==> src/rtl/ordenador_seq_pkg.sv <==
// Shared constants and types for the serial 8-word sorter.
package ordenador_seq_pkg;

    localparam int N_WORDS  = 8;
    localparam int N_PHASES = 8;
    localparam int CNT_W    = 3;
    localparam int SIZE     = 8;

    typedef enum logic [1:0] {
        LOAD  = 2'd0,
        SORT  = 2'd1,
        DRAIN = 2'd2
    } state_t;

    typedef logic [SIZE-1:0] word_t;
    typedef word_t [N_WORDS-1:0] bank_t;

endpackage

==> src/rtl/ordenador_seq_fase.sv <==
// One odd-even transposition phase over the 8-word bank, built from four
// compare-exchange cells whose operands are steered by the phase parity.
module ord_cx
    import ordenador_seq_pkg::*;
(
    input  word_t a,
    input  word_t b,
    output word_t lo,
    output word_t hi,
    output logic  swap
);

    // Strict compare so equal words never move.
    always_comb begin
        swap = (a > b);
        lo   = swap ? b : a;
        hi   = swap ? a : b;
    end

endmodule

module ord_fase
    import ordenador_seq_pkg::*;
(
    input  bank_t bank,
    input  logic  odd,
    output bank_t next_bank,
    output logic  any_swap
);

    word_t      ca [4];
    word_t      cb [4];
    word_t      cl [4];
    word_t      ch [4];
    logic [3:0] cs;

    // In odd phases the fourth cell sees bank[7] twice, so it never swaps.
    always_comb begin
        ca[0] = odd ? bank[1] : bank[0];
        cb[0] = odd ? bank[2] : bank[1];
        ca[1] = odd ? bank[3] : bank[2];
        cb[1] = odd ? bank[4] : bank[3];
        ca[2] = odd ? bank[5] : bank[4];
        cb[2] = odd ? bank[6] : bank[5];
        ca[3] = odd ? bank[7] : bank[6];
        cb[3] = bank[7];
    end

    for (genvar i = 0; i < 4; i++) begin : g_cx
        ord_cx u_cx (
            .a    (ca[i]),
            .b    (cb[i]),
            .lo   (cl[i]),
            .hi   (ch[i]),
            .swap (cs[i])
        );
    end

    always_comb begin
        next_bank = bank;
        if (odd) begin
            next_bank[1] = cl[0];
            next_bank[2] = ch[0];
            next_bank[3] = cl[1];
            next_bank[4] = ch[1];
            next_bank[5] = cl[2];
            next_bank[6] = ch[2];
        end else begin
            next_bank[0] = cl[0];
            next_bank[1] = ch[0];
            next_bank[2] = cl[1];
            next_bank[3] = ch[1];
            next_bank[4] = cl[2];
            next_bank[5] = ch[2];
            next_bank[6] = cl[3];
            next_bank[7] = ch[3];
        end
        any_swap = |cs;
    end

endmodule

==> src/rtl/ordenador_seq.sv <==
// Serial load / sort / drain controller around ord_fase.
// ORD_EARLY_EXIT_EN: leave SORT after two consecutive phases without a swap.
module ordenador_seq
    import ordenador_seq_pkg::*;
(
    input  logic            clk,
    input  logic            reset,
    input  logic            in_valid,
    output logic            in_ready,
    input  logic [SIZE-1:0] in_data,
    output logic            out_valid,
    input  logic            out_ready,
    output logic [SIZE-1:0] out_data,
    output logic            out_last,
    output logic            busy
);

    state_t             state;
    state_t             state_next;
    logic [CNT_W-1:0]   cnt;
    logic [CNT_W-1:0]   phase;
    bank_t              bank;
    bank_t              bank_phase;
    logic               any_swap;
    logic               accept;
    logic               take;
    logic               early_done;

    assign accept = in_valid && in_ready;
    assign take   = out_valid && out_ready;

    ord_fase u_fase (
        .bank      (bank),
        .odd       (phase[0]),
        .next_bank (bank_phase),
        .any_swap  (any_swap)
    );

`ifdef ORD_EARLY_EXIT_EN
    logic quiet;

    // quiet remembers that the previous phase of this sort made no swap.
    always_ff @(posedge clk) begin
        if (reset || state != SORT) begin
            quiet <= 1'b0;
        end else begin
            quiet <= !any_swap;
        end
    end

    assign early_done = quiet && !any_swap;
`else
    logic unused_any_swap;
    assign unused_any_swap = any_swap;
    assign early_done      = 1'b0;
`endif

    always_ff @(posedge clk) begin
        if (reset) begin
            state <= LOAD;
        end else begin
            state <= state_next;
        end
    end

    always_comb begin
        state_next = state;
        case (state)
            LOAD:    if (accept && cnt == CNT_W'(N_WORDS - 1)) state_next = SORT;
            SORT:    if (phase == CNT_W'(N_PHASES - 1) || early_done) state_next = DRAIN;
            DRAIN:   if (take && cnt == CNT_W'(N_WORDS - 1)) state_next = LOAD;
            default: state_next = LOAD;
        endcase
    end

    always_comb begin
        in_ready  = (state == LOAD) && !reset;
        out_valid = (state == DRAIN) && !reset;
        busy      = (state == SORT) && !reset;
        out_data  = out_valid ? bank[cnt] : '0;
        out_last  = out_valid && (cnt == CNT_W'(N_WORDS - 1));
    end

    // cnt wraps from 7 to 0 on its own, which is exactly the restart value.
    always_ff @(posedge clk) begin
        if (reset) begin
            cnt   <= '0;
            phase <= '0;
            bank  <= '0;
        end else begin
            case (state)
                LOAD: begin
                    phase <= '0;
                    if (accept) begin
                        bank[cnt] <= in_data;
                        cnt       <= cnt + 1'b1;
                    end
                end
                SORT: begin
                    bank  <= bank_phase;
                    phase <= phase + 1'b1;
                    cnt   <= '0;
                end
                DRAIN: begin
                    if (take) cnt <= cnt + 1'b1;
                end
                default: begin
                    cnt   <= '0;
                    phase <= '0;
                end
            endcase
        end
    end

endmodule

==> config.mk <==
export PLATFORM = sky130hd
export DESIGN_NAME = ordenador_seq
export DESIGN_NICKNAME = d
export VERILOG_FILES = /design/src/rtl/ordenador_seq_pkg.sv /design/src/rtl/ordenador_seq_fase.sv /design/src/rtl/ordenador_seq.sv
export SDC_FILE = /design/constraint.sdc
export NUM_CORES = 1
export LEC_CHECK = 0
export CORE_MARGIN = 3
export CORE_UTILIZATION = 57
export DETAILED_ROUTE_END_ITERATION = 8
export PLACE_DENSITY = 0.78
export SLEW_MARGIN = 20
export SYNTH_ARGS = -nofsm -noshare
export SYNTH_HDL_FRONTEND = slang
export SYNTH_SLANG_ARGS = --single-unit
==> constraint.sdc <==
create_clock -name clk -period 2.9 [get_ports clk]
set_input_delay 0.58 -clock clk [delete_from_list [all_inputs] [get_ports clk]]
set_output_delay 0.58 -clock clk [all_outputs]
set_load 0.1 [all_outputs]
==> reports/metrics.yaml <==
power:
  p_leak_nw: 3.339
  powerDensity_mw_per_mm2: 329.9
  ir_worst_vdd_uv: 255.1
  total_power_mw: 2.836
routing:
  postRouteAntennaNets: 0
  routed.top_layer: "met4"
  met1_length_mm: 10.02
  met3_length_mm: 2.608
  wl_per_cell_um: 24.17
  met2_wirelength_mm: 11.56
  dr.pass1.iters: 6
  drt_wl_total_mm: 26.15
  via_count: 7616
  dr.first_iter.drc_count: 978
  drc: 0
  viasPerCell: 7.039
floorplan:
  fp-row-count: 39
  dieArea_mm2: 0.01325
  pin_count: 24
  chipWidth_um: 115.1
  initial_core_util: 0.5894
  die_h_um: 115.1
  coreArea_mm2: 0.01152
worst_setup_path:
  cp_max_fo: 15
  slowest_stage: "dfxtp_4"
  crit_type: "flop to flop"
  critical_path_arrival_ns: 3.14
  worstReg2RegStart: "phase[0]"
  path_cells: "buf_4 > buf_6 > buf_4 > nand2b_1 > nand2_1 > ha_1 > nand4_1 > buf_4 > o21ai_0 > a21oi_1 > a2111o_1 > a41oi_1"
  crit_buf_inv: 4
  crit_family: "compound AO/OA/AOI/OAI gates"
  cp_common_cell: "buf_4"
  critPathCaptureType: "flop"
  cp-startpoint: "phase[0]"
  critPathRequiredTime_ns: 3.16
  crit_path_max_incr_delay_ns: 0.42
  crit_path_start_kind: "flop"
sta:
  hold_viol_final: 0
  worst_slew_pin_slew_ns: 0.6349
  maxSlewHeadroom: 0.5757
  finClkSkew_ns: 0.009511
  fin_crit_sh: 0.9921
  timing.fmax_ghz: 0.3476
  period_minus_slack_ns: 2.877
  whs_ns: 0.5030
  setup_viol: 0
  slew_violations: 0
clock_tree:
  clkTransAtPathRegs_ns: 0.06
  clk_latency_ns: 0.36
  cts_root_buf: "clkbuf_16"
  htreeDepth: 3
  numCtsBuffers: 9
  cts_tree: "done"
  cts_max_path_buffers: 2
  clock-sinks: 72
worst_hold_path:
  min-delay-start: "phase[2]"
  hold_path_class: "flop to flop"
synthesis:
  yosysTopAreaCellShare: 0.2124
  synth-edff-count: 0
  netlist_instances: 855
  ys_seq_area_frac: 0.2124
  async_reset_ff_frac: 0
  synth_cell_types: 65
  ys.flop_type: "dfxtp_1"
  syn_nets: 903
  yosys_register_bits: 72
  yosys_warnings: 0
  synth_area_leaders: "dfxtp_1 21%, mux2i_1 10%, nand2_1 7.2%, ha_1 6.6%, mux2_2 5.6%"
  syn_area_mm2: 0.006788
  yosysTopAreaCell: "dfxtp_1"
  syn_area_per_cell_um2: 7.939
grt:
  grt_max_degree: 47
  track_usage: 0.3831
  grt-ovfl-total: 0
  grt_pass1_wl_mm: 39.05
  antenna_found_initial: 0
  grt_pass1_vias: 7138
place:
  routabilityCongestion: 0.9692
  port_buffers: 23
  dp_hpwl_mm: 18.78
layout:
  area_growth_pct: 26.64
  antennaDiodeCount: 0
  drive_gt1_frac: 0.2641
  nNetsFinal: 982
outcome:
  status: "finished clean"
job:
  max_cap_violations: 0
registers in the layout (all words and copies together) (netlist names):
| signal | count |
|---|---|
| phase | 3 |
| bank | 64 |
| state | 2 |
| cnt | 3 |
final timing paths:
path | to | cells past startpoint | slack, ns
max | bank[33] | 12 | 0.02
min | phase[2] | 1 | 0.50
max reg2reg | bank[33] | 12 | 0.02
min reg2reg | phase[2] | 1 | 0.50
stage by stage:
step | cell area, µm² | instances | util | setup TNS, ns | setup WS (ns)
2_1_floorplan | 6869 | 855 | - | 0 | 0.001272
3_3_place_gp | 7816 | 1051 | 0.6787 | 0 | 0.04209
3_5_place_dp | 7816 | 1051 | 0.6787 | -0.03956 | -0.01404
4_1_cts | 8205 | 1072 | 0.7125 | 0 | 0.009274
5_1_grt | 8596 | 1082 | 0.7464 | -0.1275 | -0.04516
6_report | 8596 | 1082 | 0.7464 | 0 | 0.02284
where the power goes:
part           total [mW]  internal (mW)  switching, mW
logic               0.541          0.249          0.292
registers            1.03           1.00         0.0231
clock network        1.27          0.781          0.487
cell type report:
type	count	area [µm²]
multi-input combinational	686	5209
fill	854	2920
sequential	72	1446
timing repair buffer	133	1311
clock buffer	10	239.0
tap	143	178.9
inverter	32	120.1
clock inverter	6	91.34
Yosys cell counts, types with 6 or more instances:
| cell type | instances |
|---|---|
| mux2_2 | 34 |
| nand2_1 | 131 |
| a221oi_1 | 7 |
| o22ai_1 | 18 |
| a311oi_1 | 18 |
| buf_1 | 7 |
| buf_6 | 7 |
| dfxtp_1 | 72 |
| buf_2 | 22 |
| a21oi_1 | 46 |
| nand2b_1 | 17 |
| o211ai_1 | 29 |
| o21ai_0 | 20 |
| mux2i_1 | 68 |
| clkbuf_1 | 24 |
| a211oi_1 | 26 |
| ha_1 | 36 |
| nand4_1 | 8 |
| a41oi_1 | 20 |
| nor2b_1 | 12 |
| a21o_1 | 6 |
| nor2_1 | 60 |
| a211o_1 | 6 |
| nand3_1 | 16 |
| inv_1 | 31 |
| mux4_2 | 6 |
| o21bai_1 | 22 |
cells by family after synthesis:
kind of cell | synth area share
AND/OR/NAND/NOR | 0.1834
AO/OA/AOI/OAI | 0.2942
flip-flops | 0.2123
buffers and inverters | 0.06710
adder cells (fa/ha/maj) | 0.06636
multiplexers | 0.1766
repair_timing:
action	in CTS	in global routing
buffers inserted	5	9
gates cloned	0	1
setup endpoints to repair	17	52
hold buffers	0	0
pin swaps	0	15
resized for setup	2	50
layout by cell type (no fill, tap or decap), types with 6 or more instances in the layout:
cell	n
nand3_1	16
nand2_1	131
nor2b_1	9
buf_4	95
clkbuf_16	10
a311oi_1	18
a211oi_1	20
nor2_1	53
a21oi_2	7
clkdlybuf4s50_1	10
a41oi_1	17
a21o_1	6
inv_1	29
ha_1	33
dfxtp_1	70
nand2b_1	16
o21ai_0	20
a221oi_1	7
mux2i_1	61
a211oi_2	6
nor2_2	7
mux4_2	6
buf_12	20
o211ai_1	29
buf_6	6
nand4_1	8
mux2_2	30
o22ai_1	18
a211o_1	6
a21oi_1	41
mux2i_2	6
o21bai_1	22
layer usage:
layer / GRT usage / vias up
li1: - / 3382
met1: 0.4876 / 3603
met2: 0.5826 / 483
met3: 0.08211 / 148
met4: 0.2535 / 0
met5: 0 / -
No activity file was read; power rests on OpenSTA's default activity.
